File: src/rtl/uart_host_bus_master.sv
// Host-side initiator for the UART 8-bit register port: runs timed strobe
// accesses for host commands and fetches the interrupt ID when irq_n_i falls.
module uart_host_bus_master #(
  parameter int          STROBE_CYCLES  = 2,
  parameter int          RECOVER_CYCLES = 2,
  parameter logic [2:0]  INT_ID_ADDR    = 3'd4
) (
  input  logic       clk_i,
  input  logic       rst_i,
  input  logic       cmd_valid_i,
  output logic       cmd_ready_o,
  input  logic       cmd_write_i,
  input  logic [2:0] cmd_addr_i,
  input  logic [7:0] cmd_wdata_i,
  output logic       rsp_valid_o,
  output logic [7:0] rsp_rdata_o,
  output logic       irq_valid_o,
  output logic [2:0] irq_id_o,
  output logic       busy_o,
  output logic [2:0] address_o,
  output logic       read_o,
  output logic       write_o,
  output logic [7:0] data_o,
  output logic       data_oe_o,
  input  logic [7:0] data_i,
  input  logic       irq_n_i
);

  typedef enum logic [1:0] {IDLE, SETUP, STROBE, RECOVER} state_t;

  localparam logic [3:0] STROBE_LAST  = 4'(STROBE_CYCLES - 1);
  localparam logic [3:0] RECOVER_LAST = 4'(RECOVER_CYCLES - 1);

  state_t     state_q, state_d;
  logic [3:0] cnt_q, cnt_d;
  logic       lat_write_q, lat_irq_q;
  logic [2:0] lat_addr_q;
  logic [7:0] lat_wdata_q;
  logic       irq_sync1_q, irq_sync2_q, irq_prev_q, irq_fall_q, irq_pending_q;
  logic [7:0] rsp_rdata_q;
  logic [2:0] irq_id_q;
  logic       launch_irq, launch_cmd, last_strobe, last_recover;

  // Handshake: a command transfers on a rising edge where cmd_valid_i and
  // cmd_ready_o are both high; ready never depends on valid, and a pending
  // interrupt always wins over a waiting command.
  assign cmd_ready_o  = (state_q == IDLE) & ~irq_pending_q & ~rst_i;
  assign launch_irq   = (state_q == IDLE) & irq_pending_q;
  assign launch_cmd   = cmd_valid_i & cmd_ready_o;
  assign last_strobe  = (state_q == STROBE) && (cnt_q == STROBE_LAST);
  assign last_recover = (state_q == RECOVER) && (cnt_q == RECOVER_LAST);

  always_ff @(posedge clk_i) begin
    if (rst_i) begin
      state_q       <= IDLE;
      cnt_q         <= '0;
      lat_write_q   <= 1'b0;
      lat_irq_q     <= 1'b0;
      lat_addr_q    <= '0;
      lat_wdata_q   <= '0;
      irq_sync1_q   <= 1'b1;
      irq_sync2_q   <= 1'b1;
      irq_prev_q    <= 1'b1;
      irq_fall_q    <= 1'b0;
      irq_pending_q <= 1'b0;
      rsp_rdata_q   <= '0;
      irq_id_q      <= '0;
    end else begin
      state_q     <= state_d;
      cnt_q       <= cnt_d;
      irq_sync1_q <= irq_n_i;
      irq_sync2_q <= irq_sync1_q;
      irq_prev_q  <= irq_sync2_q;
      // Registered edge pulse: a held-low line cannot re-arm the service.
      irq_fall_q  <= irq_prev_q & ~irq_sync2_q;
      if (irq_fall_q) begin
        irq_pending_q <= 1'b1;
      end else if (launch_irq) begin
        irq_pending_q <= 1'b0;
      end
      if (launch_irq) begin
        lat_write_q <= 1'b0;
        lat_irq_q   <= 1'b1;
        lat_addr_q  <= INT_ID_ADDR;
      end else if (launch_cmd) begin
        lat_write_q <= cmd_write_i;
        lat_irq_q   <= 1'b0;
        lat_addr_q  <= cmd_addr_i;
        lat_wdata_q <= cmd_wdata_i;
      end
      if (last_strobe && !lat_write_q) begin
        if (lat_irq_q) begin
          irq_id_q <= data_i[2:0];
        end else begin
          rsp_rdata_q <= data_i;
        end
      end
    end
  end

  always_comb begin
    state_d = state_q;
    cnt_d   = cnt_q;
    case (state_q)
      IDLE: begin
        cnt_d = '0;
        if (launch_irq || launch_cmd) state_d = SETUP;
      end
      SETUP: begin
        state_d = STROBE;
        cnt_d   = '0;
      end
      STROBE: begin
        if (last_strobe) begin
          state_d = RECOVER;
          cnt_d   = '0;
        end else begin
          cnt_d = cnt_q + 4'd1;
        end
      end
      RECOVER: begin
        if (last_recover) begin
          state_d = IDLE;
          cnt_d   = '0;
        end else begin
          cnt_d = cnt_q + 4'd1;
        end
      end
      default: begin
        state_d = IDLE;
        cnt_d   = '0;
      end
    endcase
  end

  always_comb begin
    address_o   = lat_addr_q;
    data_o      = lat_wdata_q;
    rsp_rdata_o = rsp_rdata_q;
    irq_id_o    = irq_id_q;
    busy_o      = (state_q != IDLE);
    read_o      = 1'b0;
    write_o     = 1'b0;
    data_oe_o   = 1'b0;
    rsp_valid_o = 1'b0;
    irq_valid_o = 1'b0;
    case (state_q)
      SETUP: data_oe_o = lat_write_q;
      STROBE: begin
        data_oe_o = lat_write_q;
        write_o   = lat_write_q;
        read_o    = ~lat_write_q;
      end
      RECOVER: begin
        rsp_valid_o = (cnt_q == 4'd0) & ~lat_irq_q;
        irq_valid_o = (cnt_q == 4'd0) & lat_irq_q;
      end
      default: ;
    endcase
  end

endmodule

File: config.mk
export PLATFORM = sky130hd
export DESIGN_NAME = uart_host_bus_master
export DESIGN_NICKNAME = d
export VERILOG_FILES = /design/src/rtl/uart_host_bus_master.sv
export SDC_FILE = /design/constraint.sdc
export NUM_CORES = 1
export LEC_CHECK = 0
export CORE_MARGIN = 3
export CORE_UTILIZATION = 37
export DETAILED_ROUTE_END_ITERATION = 12
export HOLD_SLACK_MARGIN = 0.05
export PLACE_DENSITY = 0.67
export SYNTH_ARGS = -nofsm -noshare
export SYNTH_HDL_FRONTEND = slang
export SYNTH_SLANG_ARGS = --single-unit
File: constraint.sdc
create_clock -name clk_i -period 1.8 [get_ports clk_i]
set_input_delay 0.45 -clock clk_i [delete_from_list [all_inputs] [get_ports clk_i]]
set_output_delay 0.45 -clock clk_i [all_outputs]
set_load 0.03 [all_outputs]
==> results of run 1 <==
## logic make-up (layout without fill, tap and decap cells)
| logic type | count (synthesis) | count (layout) | share of synthesized area (%) |
|---|---|---|---|
| buffers and inverters | 20 | 80 | 5.246 |
| DFF | 35 | 35 | 45.90 |
| muxes | 16 | 16 | 10.49 |
| adders and majority gates | 7 | 7 | 5.737 |
| AOI/OAI and AO/OA | 22 | 22 | 8.935 |
| xor gates and xnor gates | 2 | 2 | 1.148 |
| and+or+nand+nor | 62 | 62 | 22.54 |
## metal layers
metal  up-vias  global-route usage (%)  routed length [um]
met3         6                   6.763                 261
met5         -                       0                   0
met1       597                   17.36                1495
met4         0                   5.106                  44
li1        673                       -                   -
met2        43                   23.18                1639
## state kept, by name (all words and copies together), names as in the netlist
name           cells
lat_write_q        1
data_o             8
address_o          3
cnt_q              4
state_q            2
irq_prev_q         1
irq_pending_q      1
lat_irq_q          1
rsp_rdata_o        8
irq_sync1_q        1
irq_sync2_q        1
irq_id_o           3
irq_fall_q         1
## stage by stage
stage                     hold WS (ps)  power [W]  setup TNS, ps  utilization [%]  cell area, sq um
after CTS                        419.6   0.002403         -2.757            58.60              2242
final                            417.3   0.002428              0            60.04              2297
after global placement           391.0   0.001790         -221.3            55.92              2140
after global routing             431.2   0.002591              0            60.04              2297
after floorplan                  389.5   0.001457              0                -              1538
after detailed placement         402.4   0.001812         -446.9            55.92              2140
## worst max-delay path by stage
stage | end | slack [ps] | from | cells past startpoint
2_1_floorplan | cmd_ready_o | 50 | rst_i | 4
3_3_place_gp | cmd_ready_o | -40 | rst_i | 4
3_5_place_dp | data_o[5] | -70 | cmd_valid_i | 5
4_1_cts | read_o | -3 | state_q[0] | 5
5_1_grt | rsp_rdata_o[0] | 2 | rsp_rdata_o[0] | 1
6_report | data_o[3] | 60 | data_o[3] | 1
## power by group through the flow
stage / combinational (W) / clock [W] / sequential, W
2_1_floorplan: 0.000475 / 0 / 0.000981
3_3_place_gp: 0.000873 / 0 / 0.000917
3_5_place_dp: 0.000891 / 0 / 0.000921
4_1_cts: 0.000929 / 0.000563 / 0.000911
5_1_grt: 0.00105 / 0.000608 / 0.000934
6_report: 0.000957 / 0.000548 / 0.000923
## cell usage in the layout (no fill, tap or decap), types with 2 or more instances in the layout
| master | Yosys | final |
|---|---|---|
| sky130_fd_sc_hd__dlymetal6s2s_1 | 0 | 9 |
| sky130_fd_sc_hd__ha_4 | 0 | 2 |
| sky130_fd_sc_hd__buf_4 | 0 | 16 |
| sky130_fd_sc_hd__o31ai_1 | 5 | 5 |
| sky130_fd_sc_hd__mux2i_1 | 16 | 16 |
| sky130_fd_sc_hd__and3_1 | 4 | 4 |
| sky130_fd_sc_hd__nand2_1 | 4 | 4 |
| sky130_fd_sc_hd__or2_2 | 3 | 3 |
| sky130_fd_sc_hd__nor2_1 | 20 | 20 |
| sky130_fd_sc_hd__inv_1 | 10 | 7 |
| sky130_fd_sc_hd__and2_1 | 2 | 2 |
| sky130_fd_sc_hd__inv_2 | 0 | 3 |
| sky130_fd_sc_hd__dfxtp_1 | 35 | 31 |
| sky130_fd_sc_hd__clkdlybuf4s50_1 | 0 | 35 |
| sky130_fd_sc_hd__nand4b_1 | 5 | 5 |
| sky130_fd_sc_hd__dfxtp_2 | 0 | 3 |
| sky130_fd_sc_hd__ha_1 | 7 | 4 |
| sky130_fd_sc_hd__or3_1 | 2 | 2 |
| sky130_fd_sc_hd__a21oi_1 | 9 | 9 |
| sky130_fd_sc_hd__nor2b_1 | 3 | 3 |
| sky130_fd_sc_hd__o21ai_0 | 3 | 3 |
| sky130_fd_sc_hd__nand2b_1 | 13 | 12 |
| sky130_fd_sc_hd__clkbuf_8 | 0 | 5 |
## timing repair
item,4_1_cts,5_1_grt
resized for setup,8,18
buffers inserted,0,0
hold buffers,0,0
endpoints found under the setup margin,5,15
pin swaps,0,1
## layout make-up
class,count,area (sq um),area share [%]
Multi-Input combinational cell,109,803.3,34.97
Sequential cell,35,708.2,30.83
Timing Repair Buffer,62,603.1,26.25
Clock buffer,6,72.57,3.159
Tap cell,48,60.06,2.614
Inverter,10,37.54,1.634
Clock inverter,2,12.51,0.5447
==> results.tsv, run 1 <==
stage	metric	value	unit
worst_hold_path	worst hold path startpoint	irq_sync1_q	
placement	post-detailed-placement half-perimeter wirelength	2631	um
critical_path	capture point of the worst reg-to-reg path	rsp_rdata_o[0]	
yosys	netlist area before placement	1526	sq um
power_and_ir_drop	relative contribution of combinational cells to total power	39.4	%
yosys	top cells by area, synth	sky130_fd_sc_hd__dfxtp_1, sky130_fd_sc_hd__mux2i_1, sky130_fd_sc_hd__ha_1	
power_and_ir_drop	maximum resistive drop on vdd	538.5	uV
yosys	library cell with the highest instance count after synthesis	sky130_fd_sc_hd__dfxtp_1	
cts	htree depth	2	
layout	Nets	254	
yosys	Mapped Avg Cell Area	9.308	sq um
layout	count of antenna diodes in the layout	0	
critical_path	top fanout value on the critical path	2	
run	max-cap violations	0	
critical_path	slowest library cell on the worst path	sky130_fd_sc_hd__clkdlybuf4s50_1	
yosys	Mapped Nets	195	
sta	total count of hold-check failures in the final report	0	
sta	final critical-path required period	1742	ps
layout	area growth from synthesis to final layout	50.49	%
critical_path	family with the most delay on the worst path	buffers and inverters	
global_routing	global-route usage over all layers	14.65	%
drt	drt via density	4.849	
global_routing	sum of overflow across all layers after global routing	0	
critical_path	delay of the slowest cell on the worst path	670	ps
critical_path	startpoint of the worst register-to-register path	cnt_q[1]	
yosys	number of register bits inferred by synthesis	35	
power_and_ir_drop	Clock power frac	22.6	%
cts	CTS tree	built	
yosys	leading cell types by count after synthesis	sky130_fd_sc_hd__dfxtp_1, sky130_fd_sc_hd__nor2_1, sky130_fd_sc_hd__mux2i_1	
drt	routed vias	1319	
critical_path	Reg2Reg Setup Slack	200	ps
critical_path	CP Capture Type	primary output	
critical_path	length in cells of the worst reg-to-reg path	5	
placement	instance count after placement with tap cells included	264	
critical_path	buffers plus inverters on the worst setup path	1	
cts	Clock Tree Root	sky130_fd_sc_hd__clkbuf_8	
global_routing	initial antenna violation count	0	
power_and_ir_drop	Leak Pwr	1.041	nW
critical_path	arrival time reported for the critical path endpoint	1290	ps
yosys	area share of the largest cell type after synthesis	45.90	%
yosys	gate count after technology mapping	164	
global_routing	via count of the first global-routing pass	1289	
cts	number of clock sinks seen by CTS	35	
drt	number of violations reported at the end of detailed-routing iteration 0	60	
yosys	synthesis warning total	0	
critical_path	crit path kind	reg2out	
placement	final weighted congestion in routability-driven placement	0.8050	
global_routing	pin count of the biggest net entering global routing	21	
sta	final count of negative-setup-slack endpoints	0	
sta	actual transition at the worst max-transition pin	340.8	ps
sta	Final Slew Violations	0	
placement	number of buffers added on ports	52	
drt	final routed DRC violation total	0	
cts	insertion delay of the later-clocked pin in the worst-skew pair	280	ps
placement	pre-CTS WS	-66.35	ps
yosys	dominant cell type by area after synthesis	sky130_fd_sc_hd__dfxtp_1	
layout	Fill cells	325	
layout	Cell Count, Final, Fillers Out	272	
sta	clk_skew	5.005	ps
floorplanning	Initial Utilization	39.90	%
sta	Worst slew margin	77.24	%
yosys	top_reg_cell synth	sky130_fd_sc_hd__dfxtp_1	
drt	ANT nets after route	0	
power_and_ir_drop	power per cell area	1057	nW/um^2
floorplanning	IO Pins	53	
floorplanning	horizontal die dimension	70.23	um
sta	final cycle utilization of the critical path	96.76	%
drt	average wire per standard cell	12.65	um
drt	Total Wirelength	3441	um
yosys	share of synthesized registers carrying an async set or reset	0	%
global_routing	first-pass GRT wire length	5809	um
yosys	number of flops mapped to enable cells by yosys	0	
worst_hold_path	worst min-delay path endpoint	irq_sync2_q	
power_and_ir_drop	register share of total power	38.0	%
floorplanning	vertical extent of the die	70.23	um
sta	setup repair after global routing missed its margin	false	
drt	drt first pass iters	4	
critical_path	sequence of cells on the critical path	clkdlybuf4s50_1	
critical_path	kind of launch point of the worst setup path	register	
cts	Max Root-Sink Buffers	2	
power_and_ir_drop	Cell Int Power	0.001573	W
sta	Fmax achieved	574.1	MHz
sta	Final WS setup	58.29	ps
power_and_ir_drop	net switching power figure	0.0008556	W
power_and_ir_drop	switching share of total power	35.23	%
floorplanning	row count	22	
status	status	complete, no violations	
floorplanning	placeable core area	3826	sq um
cts	clock-pin slew on the worst setup and hold paths	70	ps
layout	fraction of final layout cells sized beyond drive strength 1	18.30	%
worst_hold_path	Hold Crit Class	reg2reg	
worst_hold_path	number of instances on the worst hold path	1	
yosys	count of unique library cells instantiated by Yosys	30	
floorplanning	die outline area	4932	sq um
cts	cts bufs inserted	5	
critical_path	Worst EP required	1350	ps
yosys	portion of the post-synthesis area used by sequential elements	45.90	%
No activity file was read; power rests on OpenSTA's default activity.
==> run 2: changes to the inputs <==
--- a/config.mk
+++ b/config.mk
@@ -5,10 +5,10 @@
 export SDC_FILE = /design/constraint.sdc
 export NUM_CORES = 1
 export LEC_CHECK = 0
+export CAP_MARGIN = 30
 export CORE_MARGIN = 3
 export CORE_UTILIZATION = 37
 export DETAILED_ROUTE_END_ITERATION = 12
-export HOLD_SLACK_MARGIN = 0.05
 export PLACE_DENSITY = 0.67
 export SYNTH_ARGS = -nofsm -noshare
 export SYNTH_HDL_FRONTEND = slang
==> results of run 2 <==
Final layout, timing and power as in run 1 (identical DEF).
==> run 3: changes to the inputs <==
--- a/config.mk
+++ b/config.mk
@@ -8,6 +8,7 @@
 export CAP_MARGIN = 30
 export CORE_MARGIN = 3
 export CORE_UTILIZATION = 37
+export CTS_CLUSTER_SIZE = 40
 export DETAILED_ROUTE_END_ITERATION = 12
 export PLACE_DENSITY = 0.67
 export SYNTH_ARGS = -nofsm -noshare
==> results of run 3 <==
Final layout, timing and power as in run 1 (identical DEF).
==> edit 1: new RTL, settings of run 2 <==
Reset style: asynchronous (`rst_i`), changed in one clocked block.
--- a/src/rtl/uart_host_bus_master.sv
+++ b/src/rtl/uart_host_bus_master.sv
@@ -50,7 +50,7 @@
   assign last_strobe  = (state_q == STROBE) && (cnt_q == STROBE_LAST);
   assign last_recover = (state_q == RECOVER) && (cnt_q == RECOVER_LAST);
 
-  always_ff @(posedge clk_i) begin
+  always_ff @(posedge clk_i or posedge rst_i) begin
     if (rst_i) begin
       state_q       <= IDLE;
       cnt_q         <= '0;
Behaviour: differs if rst_i is asserted again (counterexample within 4 cycles, from zero or initial values and one cycle with rst_i high); with rst_i held inactive, the same outputs for 10 cycles.
==> edit 1 against run 2 <==
Register-to-register slack got worse by 0.05 ns. Setup slack got worse by 0.030 ns. Count of clock-buffer cells in the layout unchanged. Sequential cell count did not move. First-iteration DRC count is 37% lower. Cell area is 0.16% higher. Critical endpoint is now irq_valid_o. Wire length fell by 7.8%. Synthesized area down 1.4%.
Power is not compared: it rests on default switching activity, and its combinational part moved more than twofold at a synthesized area within 25%.
==> edit 1: results (changes against run 2) <==
| Metric | Value |
|---|---|
| Relative slew slack | 77.4% (+0.14 points) |
| Syn nets | 140 (-28%) |
| Drt pass-1 iters | 2 (-2) |
| Worst min-delay path startpoint | irq_sync1_q |
| Post-synth top cells | dfrtp_1 (32), mux2_2 (20), nor2_1 (10) |
| Worst hold slack | 0.358 ns (-0.0596 ns) |
| Worst Hold End | irq_sync2_q |
| Fillers | 295 (-9.2%) |
| Worst r2r dst | irq_id_o[0] |
| Register area share after synthesis | 58.4% (+13 points) |
| Post-synthesis compound-gate area fraction | 2.24% (-6.7 points) |
| Status | finished, final reports clean |
| NumNets Final | 207 (-19%) |
| Gpl congestion | 0.738 (-8.3%) |
| Arrival time at the worst endpoint | 1.32 ns (+0.03 ns) |
| Yosys cell types | 25 (-17%) |
| Reg-to-Reg Start | cnt_q[1] |
| Final Skew | 0.00332 ns (-0.00168 ns) |
| Slowest-stage cell, CP | dfrtp_1 |
| CP peak stage delay | 0.37 ns (-0.30 ns) |
| Total vias in the final route | 1058 (-20%) |
| Global-route usage over all layers | 13.7% (-0.96 points) |
| Met3 routed WL | 247 um (-5.4%) |
| Setup slack, reg-to-reg | 0.15 ns (-0.05 ns) |
| Post-synthesis mux area share | 18.3% (+7.8 points) |
| Hold Path Stages | 0 (-1) |
| Final wirelength | 3170 um (-7.8%) |
| DR iter-0 viols | 38 (-37%) |
| Largest net degree at the start of global routing | 22 (+4.8%) |
| Post-Synth XOR/XNOR Area | 1.16% (+0.016 points) |
| Metal1 wirelength | 1420 um (-5.0%) |
==> edit 1: cell types whose count changed after synthesis, moves of 3 or more <==
cell      delta
mux2_2      +20
a21oi_1      -6
o31ai_1      -5
and3_1       -4
nand4b_1     -5
dfrtp_1     +32
nand2b_1    -12
dfxtp_1     -35
dfstp_2      +3
clkbuf_1     -6
buf_2        -4
mux2i_1     -11
nor2_1      -10
==> edit 1: metal layers <==
metal,global-route usage (%),vias to the layer above
met1,18.2,515
met4,3.19,0
met2,20.8,43
li1,-,497
met5,0,-
met3,5.80,3
==> edit 1: worst max-delay path by stage <==
| stage | slack (ns) | endpoint | depth (start not counted) |
|---|---|---|---|
| final | 0.03 | irq_valid_o | 5 |
| after global routing | -0.02 | rsp_valid_o | 5 |
| after CTS | 0.0005 | data_oe_o | 4 |
| after detailed placement | -0.06 | data_o[2] | 3 |
| after global placement | -0.03 | data_o[4] | 3 |
| after floorplan | 0.008 | irq_id_o[0] | 5 |
==> edit 1: report_power, final <==
group / switching, mW / total, mW / leakage (nW) / internal (mW)
Clock: 0.260 / 0.560 / 0.0470 / 0.300
Sequential: 0.211 / 1.32 / 0.419 / 1.11
Combinational: 1.15 / 2.21 / 0.617 / 1.06
==> edit 1: area by class of cell <==
type | count | area [sq um] | share of cell area (%)
sequential | 35 | 881 | 38.3
inverter | 8 | 30.0 | 1.31
timing repair buffer | 61 | 627 | 27.2
tap | 48 | 60.1 | 2.61
clock inverter | 1 | 5.00 | 0.218
clock buffer | 6 | 82.6 | 3.59
multi-input combinational | 65 | 616 | 26.8
==> edit 1: worst max-delay path, delay by kind of cell, from the launching register on <==
family,cells,cell delay (ns)
flops,1,0.37
buf+inv,2,0.29
fa+ha+maj,1,0.20
simple gates,2,0.17
==> edit 1: stage by stage <==
| step | instances | setup slack [ns] | area (sq um) |
|---|---|---|---|
| 2_1_floorplan | 109 | 0.00831 | 1510 |
| 3_3_place_gp | 214 | -0.0256 | 2110 |
| 3_5_place_dp | 214 | -0.0634 | 2110 |
| 4_1_cts | 222 | 0.000450 | 2210 |
| 5_1_grt | 224 | -0.0188 | 2300 |
| 6_report | 224 | 0.0285 | 2300 |
==> edit 1: logic make-up (layout without fill, tap and decap cells) <==
logic type	Yosys count	count (layout)
buffers and inverters	9	76
flip-flops	35	35
AND/OR/NAND/NOR	25	25
AO/OA/AOI/OAI	6	6
multiplexers	25	25
adder cells (fa/ha/maj)	7	7
XOR/XNOR	2	2
==> edit 1: timing repair <==
action                                  CTS  global route
resized for setup                         5            21
gates cloned                              0             0
hold buffers                              0             0
setup buffers                             1             2
pin swaps                                 0             1
endpoints found under the setup margin    5            17
==> edit 2: new RTL, flow settings as in run 2 <==
Made on the original files. Register the input `irq_n_i` before use, with the module's reset. The logic sees it one clock later. The other inputs are not delayed to match.
--- a/src/rtl/uart_host_bus_master.sv
+++ b/src/rtl/uart_host_bus_master.sv
@@ -30,6 +30,16 @@
 
   localparam logic [3:0] STROBE_LAST  = 4'(STROBE_CYCLES - 1);
   localparam logic [3:0] RECOVER_LAST = 4'(RECOVER_CYCLES - 1);
+
+  logic irq_n_q;
+
+  always_ff @(posedge clk_i) begin
+    if (rst_i) begin
+      irq_n_q <= '0;
+    end else begin
+      irq_n_q <= irq_n_i;
+    end
+  end
 
   state_t     state_q, state_d;
   logic [3:0] cnt_q, cnt_d;
@@ -68,7 +78,7 @@
     end else begin
       state_q     <= state_d;
       cnt_q       <= cnt_d;
-      irq_sync1_q <= irq_n_i;
+      irq_sync1_q <= irq_n_q;
       irq_sync2_q <= irq_sync1_q;
       irq_prev_q  <= irq_sync2_q;
       // Registered edge pulse: a held-low line cannot re-arm the service.
Function: changed (a bounded check fails within 10 cycles, from zero or initial values and one cycle with rst_i high).
==> edit 2 against run 2 <==
Synthesized area up 2.7%. Setup slack worse by 0.025 ns. Cell area down 0.22%. Power up 3.9%. Wire length up 10%. Cell count up 1.5%. Die area up 2.5%. Sequential cell count up 1. Critical endpoint is now data_o[6]. Utilization down 3.5 points.
==> edit 2: results (changes against run 2) <==
| Metric | Value |
|---|---|
| Worst hold slack | 0.412 ns (-0.00543 ns) |
| Post-synth top cells | dfxtp_1 (36), nor2_1 (20), mux2i_1 (16) |
| Worst IR drop on VDD | 0.682 mV (+27%) |
| Proportion of layout cells with a drive suffix above 1 | 16.8% (-1.5 points) |
| Worst r2r dst | rsp_rdata_o[2] |
| R2R depth | 4 (-1) |
| Worst min-delay path startpoint | irq_prev_q |
| Largest net degree at the start of global routing | 18 (-14%) |
| Post-DP HPWL | 2870 um (+9.2%) |
| WL per Instance | 13.8 um (+8.9%) |
| Worst slack, placed | -0.0940 ns (-0.0277 ns) |
| Comb_multi_in | 110 (+0.92%) |
| Vias in the first global route | 1415 (+9.8%) |
| Clk tree area frac | 3.93% (+0.23 points) |
| First-pass GRT wire length | 6340 um (+9.2%) |
| Worst setup path end | data_o[6] |
| Reg-to-Reg Start | cnt_q[0] |
| Post-Synth XOR/XNOR Area | 1.12% (-0.030 points) |
| NumNets Final | 256 (+0.79%) |
| Global-route usage over all layers | 16.0% (+1.4 points) |
| NonClk Buf Share | 26.1% (-0.16 points) |
| Die outline area | 5050 sq um (+2.5%) |
| Fillers | 352 (+8.3%) |
| Register area share after synthesis | 46.0% (+0.068 points) |
| Yosys cell types | 33 (+10%) |
| Hold Path Stages | 2 (+1) |
| Worst slew pin tran | 0.337 ns (-0.00418 ns) |
| Status | finished, final reports clean |
| DR vias/cell | 4.78 (-1.4%) |
| Final wirelength | 3800 um (+10%) |
| Area after DPL | 2160 sq um (+1.2%) |
| Drt pass-1 iters | 3 (-1) |
| Post-synthesis mux area share | 10.2% (-0.28 points) |
| Final Skew | 0.00174 ns (-0.00327 ns) |
| Fraction of area in multi-input gates | 34.0% (-1.0 points) |
| Post-synthesis adder-cell area fraction | 5.59% (-0.15 points) |
[edit 2: cell types whose count changed after synthesis, sizes merged]
cell and delta:
and3 -1, and4bb +1, buf -1, dfxtp +1, nand3 +1, nor2b +1, nor3 +1, nor4bb -1
or3 -1
[edit 2: where the power goes]
group	total (mW)	switching [mW]	internal [mW]
Clock	0.597	0.285	0.312
Sequential	0.952	0.0662	0.886
Combinational	0.974	0.547	0.427
Total	2.52	0.898	1.62
[edit 2: kinds of logic (layout without fill, tap and decap cells)]
family                   Yosys count  in the layout
flip-flops                        36             36
buffers and inverters             19             80
adder cells (fa/ha/maj)            7              7
AND/OR/NAND/NOR                   63             63
XOR/XNOR                           2              2
multiplexers                      16             16
AO/OA/AOI/OAI                     22             22
[edit 2: layer usage]
metal  share of wire, %  wire (um)  track usage, %  vias to the layer above
li1                   -          -               -                      671
met1                 43       1630            18.0                      602
met2                 49       1880            26.9                       38
met3                5.5        208            4.12                        8
met4                2.0         77            10.2                        0
met5                  0          0               0                        -
